==> src/rtl/ahb_xip_cache_ctrl.sv <==
// AHB-Lite read front-end for the QSPI XiP line cache. Reads hit or fetch a 16-byte line; writes get a 2-cycle ERROR.
// Ports: AHB slave (HSEL..HRESP), cache lookup/fill (c_*), line reader (fr_*). Option: XIP_PERF_CNT_EN adds hit_cnt/miss_cnt.
module ahb_xip_cache_ctrl #(
  parameter int LINE_SIZE = 16
) (
  input  logic        clk,
  input  logic        rst_n,
  input  logic        HSEL,
  input  logic [31:0] HADDR,
  input  logic [1:0]  HTRANS,
  input  logic        HWRITE,
  input  logic [2:0]  HSIZE,
  input  logic        HREADY,
  output logic        HREADYOUT,
  output logic [31:0] HRDATA,
  output logic        HRESP,
  output logic [23:0] c_addr,
  input  logic        c_hit,
  input  logic [31:0] c_do,
  output logic        c_wr,
  output logic        fr_rd,
  output logic [23:0] fr_addr,
  input  logic        fr_done
`ifdef XIP_PERF_CNT_EN
  ,
  output logic [31:0] hit_cnt,
  output logic [31:0] miss_cnt
`endif
);

  localparam int OB = $clog2(LINE_SIZE);

  typedef enum logic [2:0] {
    IDLE, REQ, WAIT, RESP, ERR1, ERR2
  } state_t;

  state_t      state;
  logic [23:0] addr_q;
  logic        wr_q;
  logic        pend;
  logic        accept;
  logic        err_go;
  logic        rd_hit;
  logic        rd_miss;
  logic        unused;

  assign accept  = HSEL & HTRANS[1] & HREADY;
  assign err_go  = pend & wr_q;
  assign rd_hit  = pend & ~wr_q & c_hit;
  assign rd_miss = pend & ~wr_q & ~c_hit;
  assign unused  = ^{HADDR[31:24], HSIZE, HTRANS[0]};

  assign c_addr  = addr_q;
  assign fr_addr = {addr_q[23:OB], {OB{1'b0}}};
  assign HRDATA  = c_do;

  always_ff @(posedge clk or negedge rst_n) begin
    if (!rst_n) begin
      addr_q <= '0;
      wr_q   <= 1'b0;
      pend   <= 1'b0;
    end else if (accept) begin
      addr_q <= HADDR[23:0];
      wr_q   <= HWRITE;
      pend   <= 1'b1;
    end else if (HREADY) begin
      pend   <= 1'b0;
    end
  end

  always_ff @(posedge clk or negedge rst_n) begin
    if (!rst_n) begin
      state <= IDLE;
    end else begin
      unique case (state)
        IDLE: begin
          unique case (1'b1)
            err_go:  state <= ERR2;
            rd_miss: state <= REQ;
            default: state <= IDLE;
          endcase
        end
        REQ:  state <= WAIT;
        WAIT: if (fr_done) state <= RESP;
        RESP: state <= IDLE;
        ERR1: state <= ERR2;
        ERR2: state <= IDLE;
        default: state <= IDLE;
      endcase
    end
  end

  // Hit/miss must be resolved in the same IDLE cycle,
  // so the bus outputs decode state plus c_hit.
  always_comb begin
    HREADYOUT = 1'b1;
    HRESP     = 1'b0;
    fr_rd     = 1'b0;
    c_wr      = 1'b0;
    unique case (state)
      IDLE: begin
        unique case (1'b1)
          err_go: begin
            HREADYOUT = 1'b0;
            HRESP     = 1'b1;
          end
          rd_miss: HREADYOUT = 1'b0;
          default: HREADYOUT = 1'b1;
        endcase
      end
      REQ: begin
        fr_rd     = 1'b1;
        HREADYOUT = 1'b0;
      end
      WAIT: begin
        HREADYOUT = 1'b0;
        c_wr      = fr_done;
      end
      RESP: HREADYOUT = 1'b1;
      ERR1: begin
        HREADYOUT = 1'b0;
        HRESP     = 1'b1;
      end
      ERR2: HRESP = 1'b1;
      default: HREADYOUT = 1'b1;
    endcase
  end

`ifdef XIP_PERF_CNT_EN
  always_ff @(posedge clk or negedge rst_n) begin
    if (!rst_n) begin
      hit_cnt  <= '0;
      miss_cnt <= '0;
    end else begin
      if (state == IDLE && rd_hit)
        hit_cnt <= hit_cnt + 32'd1;
      if (state == IDLE && rd_miss)
        miss_cnt <= miss_cnt + 32'd1;
    end
  end
`endif

endmodule

==> config.mk <==
export PLATFORM = sky130hd
export DESIGN_NAME = ahb_xip_cache_ctrl
export DESIGN_NICKNAME = d
export VERILOG_FILES = /design/src/rtl/ahb_xip_cache_ctrl.sv
export SDC_FILE = /design/constraint.sdc
export NUM_CORES = 1
export LEC_CHECK = 0
export BUFFER_PORTS_ARGS = -buffer_cell sky130_fd_sc_hd__buf_2
export CORE_ASPECT_RATIO = 0.75
export CORE_MARGIN = 5
export CORE_UTILIZATION = 39
export CTS_BUF_LIST = sky130_fd_sc_hd__clkbuf_16
export DETAILED_ROUTE_END_ITERATION = 10
export PLACE_DENSITY = 0.85
export SYNTH_ARGS = -nofsm -noshare
export SYNTH_HDL_FRONTEND = slang
export SYNTH_SLANG_ARGS = --single-unit
export TNS_END_PERCENT = 5
==> constraint.sdc <==
create_clock -name clk -period 3 [get_ports clk]
set_input_delay 0.6 -clock clk [delete_from_list [all_inputs] [get_ports clk]]
set_output_delay 0.6 -clock clk [all_outputs]
set_load 0.05 [all_outputs]
==> results.tsv, run 1 <==
stage	metric	value	unit
route	post-route ant nets	0	
grt	largest net degree at the start of global routing	30	
route	top layer in use	met4	
power_and_ir_drop	maximum VDD drop	459.6	µV
route	number of DRC markers in iteration 0	16	
min_path	Hold Crit Class	in2async	
yosys	synth top area cells	dfrtp_1 44%, buf_4 25%, mux2_4 17%, mux2_2 4.1%, buf_6 1.4%	
yosys	sequential fraction of the synthesis area	0.4354	
critical_path	Critical Path Fanout Max	8	
placed_design	DP HPWL	2307	µm
floorplan	io pins	160	
finish	fin cells	221	
route	Detail Route met3 WL	368	µm
yosys	Syn. warnings	0	
placed_design	PortBufs	79	
finish	Area growth, synth to finish	9.685	%
placed_design	DP Area	0.001689	mm²
critical_path	Worst EP arrival	1470	ps
outcome	status	finished clean	
critical_path	WP data required	2400	ps
clock_tree	# Post-CTS Setup Buffers	0	
grt	vias in the first global route	1046	
timing	RSZ-0062 raised after global routing	no	
timing	Fin. Hold Viols	0	
route	Remaining DRCs	0	
yosys	asr flop ratio synth	1.000	
yosys	Cells after Synth	136	
yosys	Yosys cell types	20	
timing	final max-slew violation count	0	
clock_tree	PostCTS Resize Cnt	0	
placed_design	cell count after placement	213	
floorplan	die height	66.61	µm
timing	fmax	0.4820	GHz
yosys	Synth Cell Area	0.001667	mm²
floorplan	starting density of the core	0.4086	
timing	Rel. slew slack	0.5762	
route	vias per cell	4.348	
grt	initial antenna violation count	0	
placed_design	routability cong.	0.6869	
route	WL/cell	13.73	µm
yosys	post-synth top area share	0.4354	
yosys	Top FF cell, synth	dfrtp_1	
floorplan	Die Area	0.005694	mm²
flow_run	Max Cap Viol	0	
route	met1 WL	1178	µm
clock_tree	Sink Count	29	
yosys	Post-synth EDFFs	0	
clock_tree	CTS tree	built	
finish	# diodes	0	
timing	Slew @ Worst Pin	635.7	ps
timing	setup violators final	0	
finish	post-route cell area	0.001828	mm²
power_and_ir_drop	Pwr Density	1022	mW/mm²
timing	post-layout min period	2075	ps
yosys	post-synthesis area per instance	12.25	µm²
floorplan	Cell Rows	20	
route	Post-Route WL	3034	µm
critical_path	crit path launch type	flop	
floorplan	die width	85.49	µm
clock_tree	CTS Hold Bufs	0	
floorplan	core area	0.004079	mm²
timing	setup TNS	0	ps
clock_tree	H-tree Lvls	2	
grt	total track usage	0.1132	
timing	Final Cycle Share	0.6916	
finish	most frequent cells in the layout	79 x buf_2, 29 x dfrtp_1, 19 x mux2_4	
clock_tree	clock-pin slew of the registers on the worst-case setup and hold paths	50	ps
finish	Nets	241	
route	via count	961	
timing	Clock Skews	2.056	ps
clock_tree	Worst-Skew Late Latency	260	ps
grt	gr ovfl total	0	
route	detailed-routed wire length on met2	1453	µm
finish	commonest non-fill, non-tap cell in the layout	buf_2	
yosys	synthesized flop and latch total	29	
grt	first-pass GRT wire length	4899	µm
clock_tree	Root Driver	clkbuf_16	
critical_path	Crit. End Element	output port	
power_and_ir_drop	leak pwr	1.007	nW
critical_path	critical path type	reg2out	
route	Pre-antenna DRT Iters	4	
finish	layout cell share with drive strength beyond 1	0.6747	
clock_tree	CTS Buffer Depth	2	
clock_tree	number of buffers created by CTS	5	
yosys	Synth area leader	dfrtp_1	
synth_stat cells (2+ instances only):
master,n
a21o_1,2
buf_2,2
buf_4,56
buf_6,2
dfrtp_1,29
inv_1,3
mux2_2,6
mux2_4,19
nor2_1,3
nor3_1,3
o21ai_0,2
final timing paths:
check | from | endpoint | slack, ps | cells after the start
setup / recovery | state[0] | HREADYOUT | 930 | 3
hold / removal | rst_n | c_addr[0] | 350 | 1
setup reg to reg | state[2] | state[0] | 2010 | 3
hold reg to reg | c_addr[1] | c_addr[1] | 500 | 1
max in group asynchronous | rst_n | state[2] | 2230 | 1
min in group clk | c_addr[1] | c_addr[1] | 500 | 1
registers in the layout, summed over array words and instances (netlist names):
signal,cells
pend,1
state,3
wr_q,1
c_addr,24
critical path, cell delays in order (launching register included):
cell	delay, ps
dfrtp_1	460
maj3_1	390
a21o_1	160
buf_2	200
cell type report:
class                   instances  area [µm²]
fillers                       375        2251
flip-flops and latches         29       725.7
multi-input cells              47       488.0
repair buffers                 79       395.4
clock buffers                   5       125.1
well taps                      55       68.82
clock inverters                 3       13.76
inverters                       3       11.26
power breakdown:
part	switching [mW]	total, mW	internal (mW)
clock network	0.155	0.454	0.299
logic	0.626	0.853	0.227
registers	0.0855	0.560	0.475
total	0.866	1.87	1.00
cells by family after synthesis:
| group | after synthesis | synth area share |
|---|---|---|
| AOI/OAI and AO/OA | 7 | 0.02628 |
| adders and majority gates | 1 | 0.006006 |
| buffers and inverters | 63 | 0.2785 |
| other | 1 | 0.002250 |
| and+or+nand+nor | 9 | 0.03454 |
| DFF | 29 | 0.4354 |
| xor gates and xnor gates | 1 | 0.005256 |
| muxes | 25 | 0.2117 |
routing by layer:
layer,vias up,GRT usage
met2,65,0.1928
met5,-,0
met1,443,0.1215
met4,0,0.03953
met3,12,0.05810
li1,441,-
metrics by stage:
stage | hold slack (ps) | util | setup slack [ps] | power (mW)
2_1_floorplan | 304.4 | - | 818.8 | 1.429
3_5_place_dp | 497.6 | 0.4141 | 1081 | 1.427
5_1_grt | 423.7 | 0.4482 | 842.4 | 1.967
6_report | 351.0 | 0.4482 | 925.1 | 1.868
4_1_cts | 378.5 | 0.4482 | 896.2 | 1.897
3_3_place_gp | 484.4 | 0.4141 | 1069 | 1.409
Note: power is estimated with default switching activity, not from simulation.
==> run 2, diff against run 1 <==
--- a/config.mk
+++ b/config.mk
@@ -5,13 +5,14 @@
 export SDC_FILE = /design/constraint.sdc
 export NUM_CORES = 1
 export LEC_CHECK = 0
+export ABC_AREA = 1
 export BUFFER_PORTS_ARGS = -buffer_cell sky130_fd_sc_hd__buf_2
 export CORE_ASPECT_RATIO = 0.75
 export CORE_MARGIN = 5
-export CORE_UTILIZATION = 39
+export CORE_UTILIZATION = 37
 export CTS_BUF_LIST = sky130_fd_sc_hd__clkbuf_16
 export DETAILED_ROUTE_END_ITERATION = 10
-export PLACE_DENSITY = 0.85
+export PLACE_DENSITY = 0.81
 export SYNTH_ARGS = -nofsm -noshare
 export SYNTH_HDL_FRONTEND = slang
 export SYNTH_SLANG_ARGS = --single-unit
==> constraint.sdc (replaced) <==
create_clock -name clk -period 2.1 [get_ports clk]
set_input_delay 0.42 -clock clk [delete_from_list [all_inputs] [get_ports clk]]
set_output_delay 0.42 -clock clk [all_outputs]
set_load 0.05 [all_outputs]
==> results.tsv, run 2 <==
stage	metric	value	unit
clock_tree	Worst-Skew Late Latency	260	ps
grt	GR Util met3	0.05582	
grt	initial antenna violation count	0	
timing	final max-slew violation count	0	
power_and_ir_drop	clock power share	0.250	
yosys	synth top area cells	dfrtp_1 42%, buf_4 25%, o21ai_2 6.6%, nand2_1 6.6%, inv_1 6.4%	
timing	Rel. slew slack	0.5772	
timing	RSZ-0062 raised after global routing	no	
finish	most frequent cells in the layout	79 x buf_2, 32 x inv_1, 30 x nand2_1	
yosys	synthesized flop and latch total	29	
clock_tree	Sink Count	29	
finish	Area growth, synth to finish	9.197	%
clock_tree	# Post-CTS Setup Buffers	0	
clock_tree	Root Driver	clkbuf_16	
power_and_ir_drop	maximum VDD drop	588.5	µV
timing	setup TNS	0	ps
finish	# diodes	0	
yosys	post-synthesis area per instance	8.836	µm²
route	Remaining DRCs	0	
finish	post-route cell area	0.001872	mm²
flow_run	Max Cap Viol	0	
timing	Clock Skews	0.2737	ps
critical_path	crit path launch type	flop	
yosys	Yosys cell types	17	
critical_path	Crit. End Element	output port	
finish	layout cell share with drive strength beyond 1	0.4643	
finish	max reg flops	24	
placed_design	DP Area	0.001735	mm²
floorplan	core area	0.004467	mm²
timing	Final Cycle Share	0.8551	
grt	gr ovfl total	0	
timing	setup violators final	0	
yosys	asr flop ratio synth	1.000	
yosys	Synth Cell Area	0.001714	mm²
timing	fmax	0.5569	GHz
power_and_ir_drop	Internal	1.338	mW
finish	commonest non-fill, non-tap cell in the layout	buf_2	
power_and_ir_drop	sequential power share	0.299	
yosys	sequential fraction of the synthesis area	0.4234	
floorplan	die height	68.95	µm
route	WL/cell	10.61	µm
grt	grt met2 use	0.1465	
critical_path	critical path type	reg2out	
clock_tree	H-tree Lvls	2	
clock_tree	CTS Buffer Depth	2	
clock_tree	number of buffers created by CTS	5	
grt	most used routing layer	met2	
floorplan	Cell Rows	21	
yosys	most frequent cells after synthesis	56 x buf_4, 30 x nand2_1, 29 x dfrtp_1, 29 x inv_1, 13 x o21ai_2	
critical_path	Critical Path Fanout Max	6	
critical_path	Worst EP arrival	1380	ps
floorplan	starting density of the core	0.3838	
min_path	Hold Crit Class	in2async	
power_and_ir_drop	leak pwr	1.118	nW
route	post-route ant nets	0	
floorplan	io pins	160	
floorplan	die width	88.60	µm
power_and_ir_drop	switching share of power	0.4703	
yosys	Syn. warnings	0	
grt	met1 Use GR	0.1194	
outcome	status	finished clean	
yosys	Top FF cell, synth	dfrtp_1	
timing	post-layout min period	1796	ps
grt	total track usage	0.09801	
clock_tree	PostCTS Resize Cnt	0	
yosys	count leader, synth	buf_4	
yosys	Synth area leader	dfrtp_1	
timing	Fin. Hold Viols	0	
clock_tree	clock-pin slew of the registers on the worst-case setup and hold paths	50	ps
placed_design	PortBufs	79	
route	Pre-antenna DRT Iters	2	
floorplan	Die Area	0.006108	mm²
route	number of DRC markers in iteration 0	8	
grt	largest net degree at the start of global routing	52	
power_and_ir_drop	Pwr Density	1349	mW/mm²
route	via count	1164	
power_and_ir_drop	Switch Pwr	1.188	mW
timing	min setup slack post-route	304.3	ps
grt	vias in the first global route	1058	
critical_path	WP data required	1680	ps
route	Post-Route WL	2982	µm
yosys	Cells after Synth	194	
route	vias per cell	4.142	
yosys	Post-synth EDFFs	0	
clock_tree	CTS Hold Bufs	0	
grt	first-pass GRT wire length	4623	µm
placed_design	DP HPWL	2346	µm
clock_tree	CTS tree	built	
placed_design	Setup WS pre-CTS	576.5	ps
timing	Slew @ Worst Pin	634.2	ps
finish	Nets	299	
yosys	post-synth top area share	0.4234	
power_and_ir_drop	power share of the combinational group	0.451	
placed_design	routability cong.	0.6636	
[run 2: cell count changes in the layout (fill, tap and decap cells not counted), sizes merged, moves of 2 or more]
cell and change:
inv +28, nor3 -3, mux2 -25, o21ai +26
clkinv -2, nand2 +32, a21o -2, nor2 +7
[run 2: worst max-delay path, cell delays in order, from the launching register on]
cell     delay [ps]
dfrtp_1         430
nor2_1           70
nand2_1         120
nand2_2          70
o21ai_1         140
buf_2           280
[run 2: cell families after synthesis]
family	after synthesis	synth area share
compound gates	30	0.1190
buf+inv	90	0.3416
flops	29	0.4234
other cells	1	0.002188
simple gates	44	0.1139
[run 2: final timing paths]
| check | from | end | slack (ps) | cells past startpoint |
|---|---|---|---|---|
| max | state[2] | HREADYOUT | 300 | 5 |
| min | rst_n | pend | 180 | 1 |
| max reg2reg | state[2] | state[0] | 1140 | 5 |
| min reg2reg | c_addr[3] | c_addr[3] | 480 | 2 |
| max in group asynchronous | rst_n | c_addr[14] | 1510 | 1 |
| min in group clk | HREADY | pend | 380 | 2 |
[run 2: power by group through the flow]
stage                     sequential, mW  combinational [mW]  clock [mW]
after floorplan                     1.02               0.887           0
after global placement             0.756                1.14           0
after detailed placement           0.762                1.15           0
after CTS                          0.755                1.15       0.658
after global routing               0.775                1.21       0.692
final                              0.755                1.14       0.633
[run 2: per-layer routing]
| metal | share of wire | routed length [µm] | vias to the layer above |
|---|---|---|---|
| met5 | 0 | 0 | - |
| met4 | 0.0040 | 12 | 0 |
| met3 | 0.14 | 431 | 6 |
| met2 | 0.43 | 1296 | 78 |
| met1 | 0.42 | 1241 | 499 |
| li1 | - | - | 581 |
[run 2: final cells by class]
type	count	area, µm²
clock buffer	5	125.1
inverter	29	108.9
clock inverter	3	11.26
multi-input combinational	78	414.1
timing repair buffer	80	415.4
tap	57	71.32
sequential	29	725.7
fill	464	2595
[run 2: metrics by stage]
step,hold WS (ps),util,std cells,power [mW]
6_report,177.3,0.4190,281,2.526
5_1_grt,250.2,0.4190,281,2.678
4_1_cts,205.6,0.4190,281,2.568
3_5_place_dp,470.8,0.3885,273,1.915
3_3_place_gp,457.2,0.3885,273,1.893
2_1_floorplan,124.4,-,197,1.904
==> run 3, diff against run 2 <==
--- a/config.mk
+++ b/config.mk
@@ -13,6 +13,7 @@
 export CTS_BUF_LIST = sky130_fd_sc_hd__clkbuf_16
 export DETAILED_ROUTE_END_ITERATION = 10
 export PLACE_DENSITY = 0.81
+export REMOVE_ABC_BUFFERS = 1
 export SYNTH_ARGS = -nofsm -noshare
 export SYNTH_HDL_FRONTEND = slang
 export SYNTH_SLANG_ARGS = --single-unit
==> results.tsv, run 3 (synthesis results as in run 2) <==
stage	metric	value	unit
floorplan	die width	88.60	µm
timing	setup TNS	0	ps
critical_path	WP data required	1680	ps
critical_path	sum of buffers and inverters on the critical path	1	
timing	post-layout min period	1787	ps
critical_path	Largest stage delay, worst path	420	ps
critical_path	crit-path cells	nor2_1, nand2_1, nand2_2, o21ai_1, buf_2	
clock_tree	CTS Hold Bufs	0	
power_and_ir_drop	Switch Pwr	1.209	mW
power_and_ir_drop	maximum VDD drop	654.7	µV
floorplan	Die Area	0.006108	mm²
finish	fin cells	281	
route	vias per cell	4.431	
placed_design	Setup WS pre-CTS	602.8	ps
power_and_ir_drop	sequential power share	0.297	
power_and_ir_drop	power share of the combinational group	0.453	
route	WL/cell	16.51	µm
route	Post-Route WL	4640	µm
flow_run	Max Cap Viol	0	
critical_path	Critical Path Fanout Max	6	
placed_design	PortBufs	79	
grt	initial antenna violation count	0	
floorplan	Cell Rows	21	
route	detailed-routed wire length on met2	1739	µm
grt	first-pass GRT wire length	6748	µm
timing	Rel. slew slack	0.5781	
clock_tree	CTS Buffer Depth	2	
timing	final max-slew violation count	0	
grt	vias in the first global route	1257	
route	Detail Route met3 WL	1117	µm
route	Remaining DRCs	0	
clock_tree	CTS tree	built	
power_and_ir_drop	Pwr Density	1361	mW/mm²
power_and_ir_drop	leak pwr	1.118	nW
timing	setup violators final	0	
route	top layer in use	met4	
finish	Area growth, synth to finish	9.197	%
timing	Slew @ Worst Pin	632.9	ps
finish	Fillers	456	
clock_tree	Worst-Skew Late Latency	270	ps
timing	Fin Hold WS	173.4	ps
clock_tree	H-tree Lvls	2	
timing	Fin. Hold Viols	0	
route	post-route ant nets	0	
finish	commonest non-fill, non-tap cell in the layout	buf_2	
clock_tree	PostCTS Resize Cnt	0	
timing	fmax	0.5595	GHz
grt	largest net degree at the start of global routing	51	
placed_design	DP HPWL	3725	µm
power_and_ir_drop	clock power share	0.251	
floorplan	starting density of the core	0.3838	
clock_tree	# Post-CTS Setup Buffers	0	
floorplan	die height	68.95	µm
finish	max reg flops	24	
finish	layout cell share with drive strength beyond 1	0.4643	
grt	gr ovfl total	0	
finish	# diodes	0	
timing	Final Cycle Share	0.8511	
timing	RSZ-0062 raised after global routing	no	
floorplan	core area	0.004467	mm²
clock_tree	number of buffers created by CTS	5	
critical_path	crit path launch type	flop	
finish	Nets	299	
floorplan	io pins	160	
timing	Clock Skews	2.123	ps
route	number of DRC markers in iteration 0	40	
route	via count	1245	
critical_path	crit path max-delay cell type	dfrtp_1	
critical_path	Worst EP arrival	1370	ps
power_and_ir_drop	Internal	1.338	mW
finish	most frequent cells in the layout	79 x buf_2, 32 x inv_1, 30 x nand2_1	
clock_tree	clock-pin slew of the registers on the worst-case setup and hold paths	50	ps
route	Pre-antenna DRT Iters	2	
clock_tree	Sink Count	29	
critical_path	critical path type	reg2out	
min_path	Hold Crit Class	in2async	
timing	min setup slack post-route	312.6	ps
placed_design	cell count after placement	273	
grt	total track usage	0.1574	
power_and_ir_drop	switching share of power	0.4746	
placed_design	routability cong.	0.8083	
finish	final core utilization	0.4190	
outcome	status	finished clean	
clock_tree	Root Driver	clkbuf_16	
critical_path	Crit. End Element	output port	
route	met1 WL	1757	µm
critical_path	CP top delay family	flip-flops	
-- run 3: cell counts in the layout (fill, tap and decap cells not counted) --
Identical to the previous run, type by type.
-- run 3: final timing paths --
check	start	end	slack, ps	depth (start not counted)
min reg2reg	c_addr[2]	c_addr[2]	480	2
max in group asynchronous	rst_n	pend	1510	1
min	rst_n	c_addr[7]	170	1
max	state[2]	HREADYOUT	310	5
max reg2reg	state[2]	state[0]	1070	5
min in group clk	HADDR[10]	c_addr[10]	380	3
-- run 3: per-stage QoR --
| step | total power [mW] | cell area [µm²] |
|---|---|---|
| after floorplan | 1.633 | 1249 |
| after global placement | 1.899 | 1735 |
| after detailed placement | 1.928 | 1735 |
| after CTS | 2.583 | 1872 |
| after global routing | 2.683 | 1872 |
| final | 2.547 | 1872 |
-- run 3: final cells by class --
cell class	count	area (µm²)	area share
Timing Repair Buffer	80	415.4	0.2219
Multi-Input combinational cell	78	414.1	0.2213
Sequential cell	29	725.7	0.3877
Tap cell	57	71.32	0.03810
Inverter	29	108.9	0.05815
Clock buffer	5	125.1	0.06684
Clock inverter	3	11.26	0.006016
-- run 3: routing by layer --
metal  vias up  GRT usage
met4         0    0.04151
met2       100     0.1987
met3         3     0.1710
met5         -    0.02727
li1        590          -
met1       552     0.1720
-- run 3: power by group through the flow --
stage               Combinational [mW]  Sequential (mW)  Clock [mW]
floorplan                        0.394             1.24           0
global placement                  1.14            0.757           0
detailed placement                1.17            0.763           0
CTS                               1.17            0.756       0.661
global route                      1.22            0.773       0.688
finish                            1.15            0.756       0.638
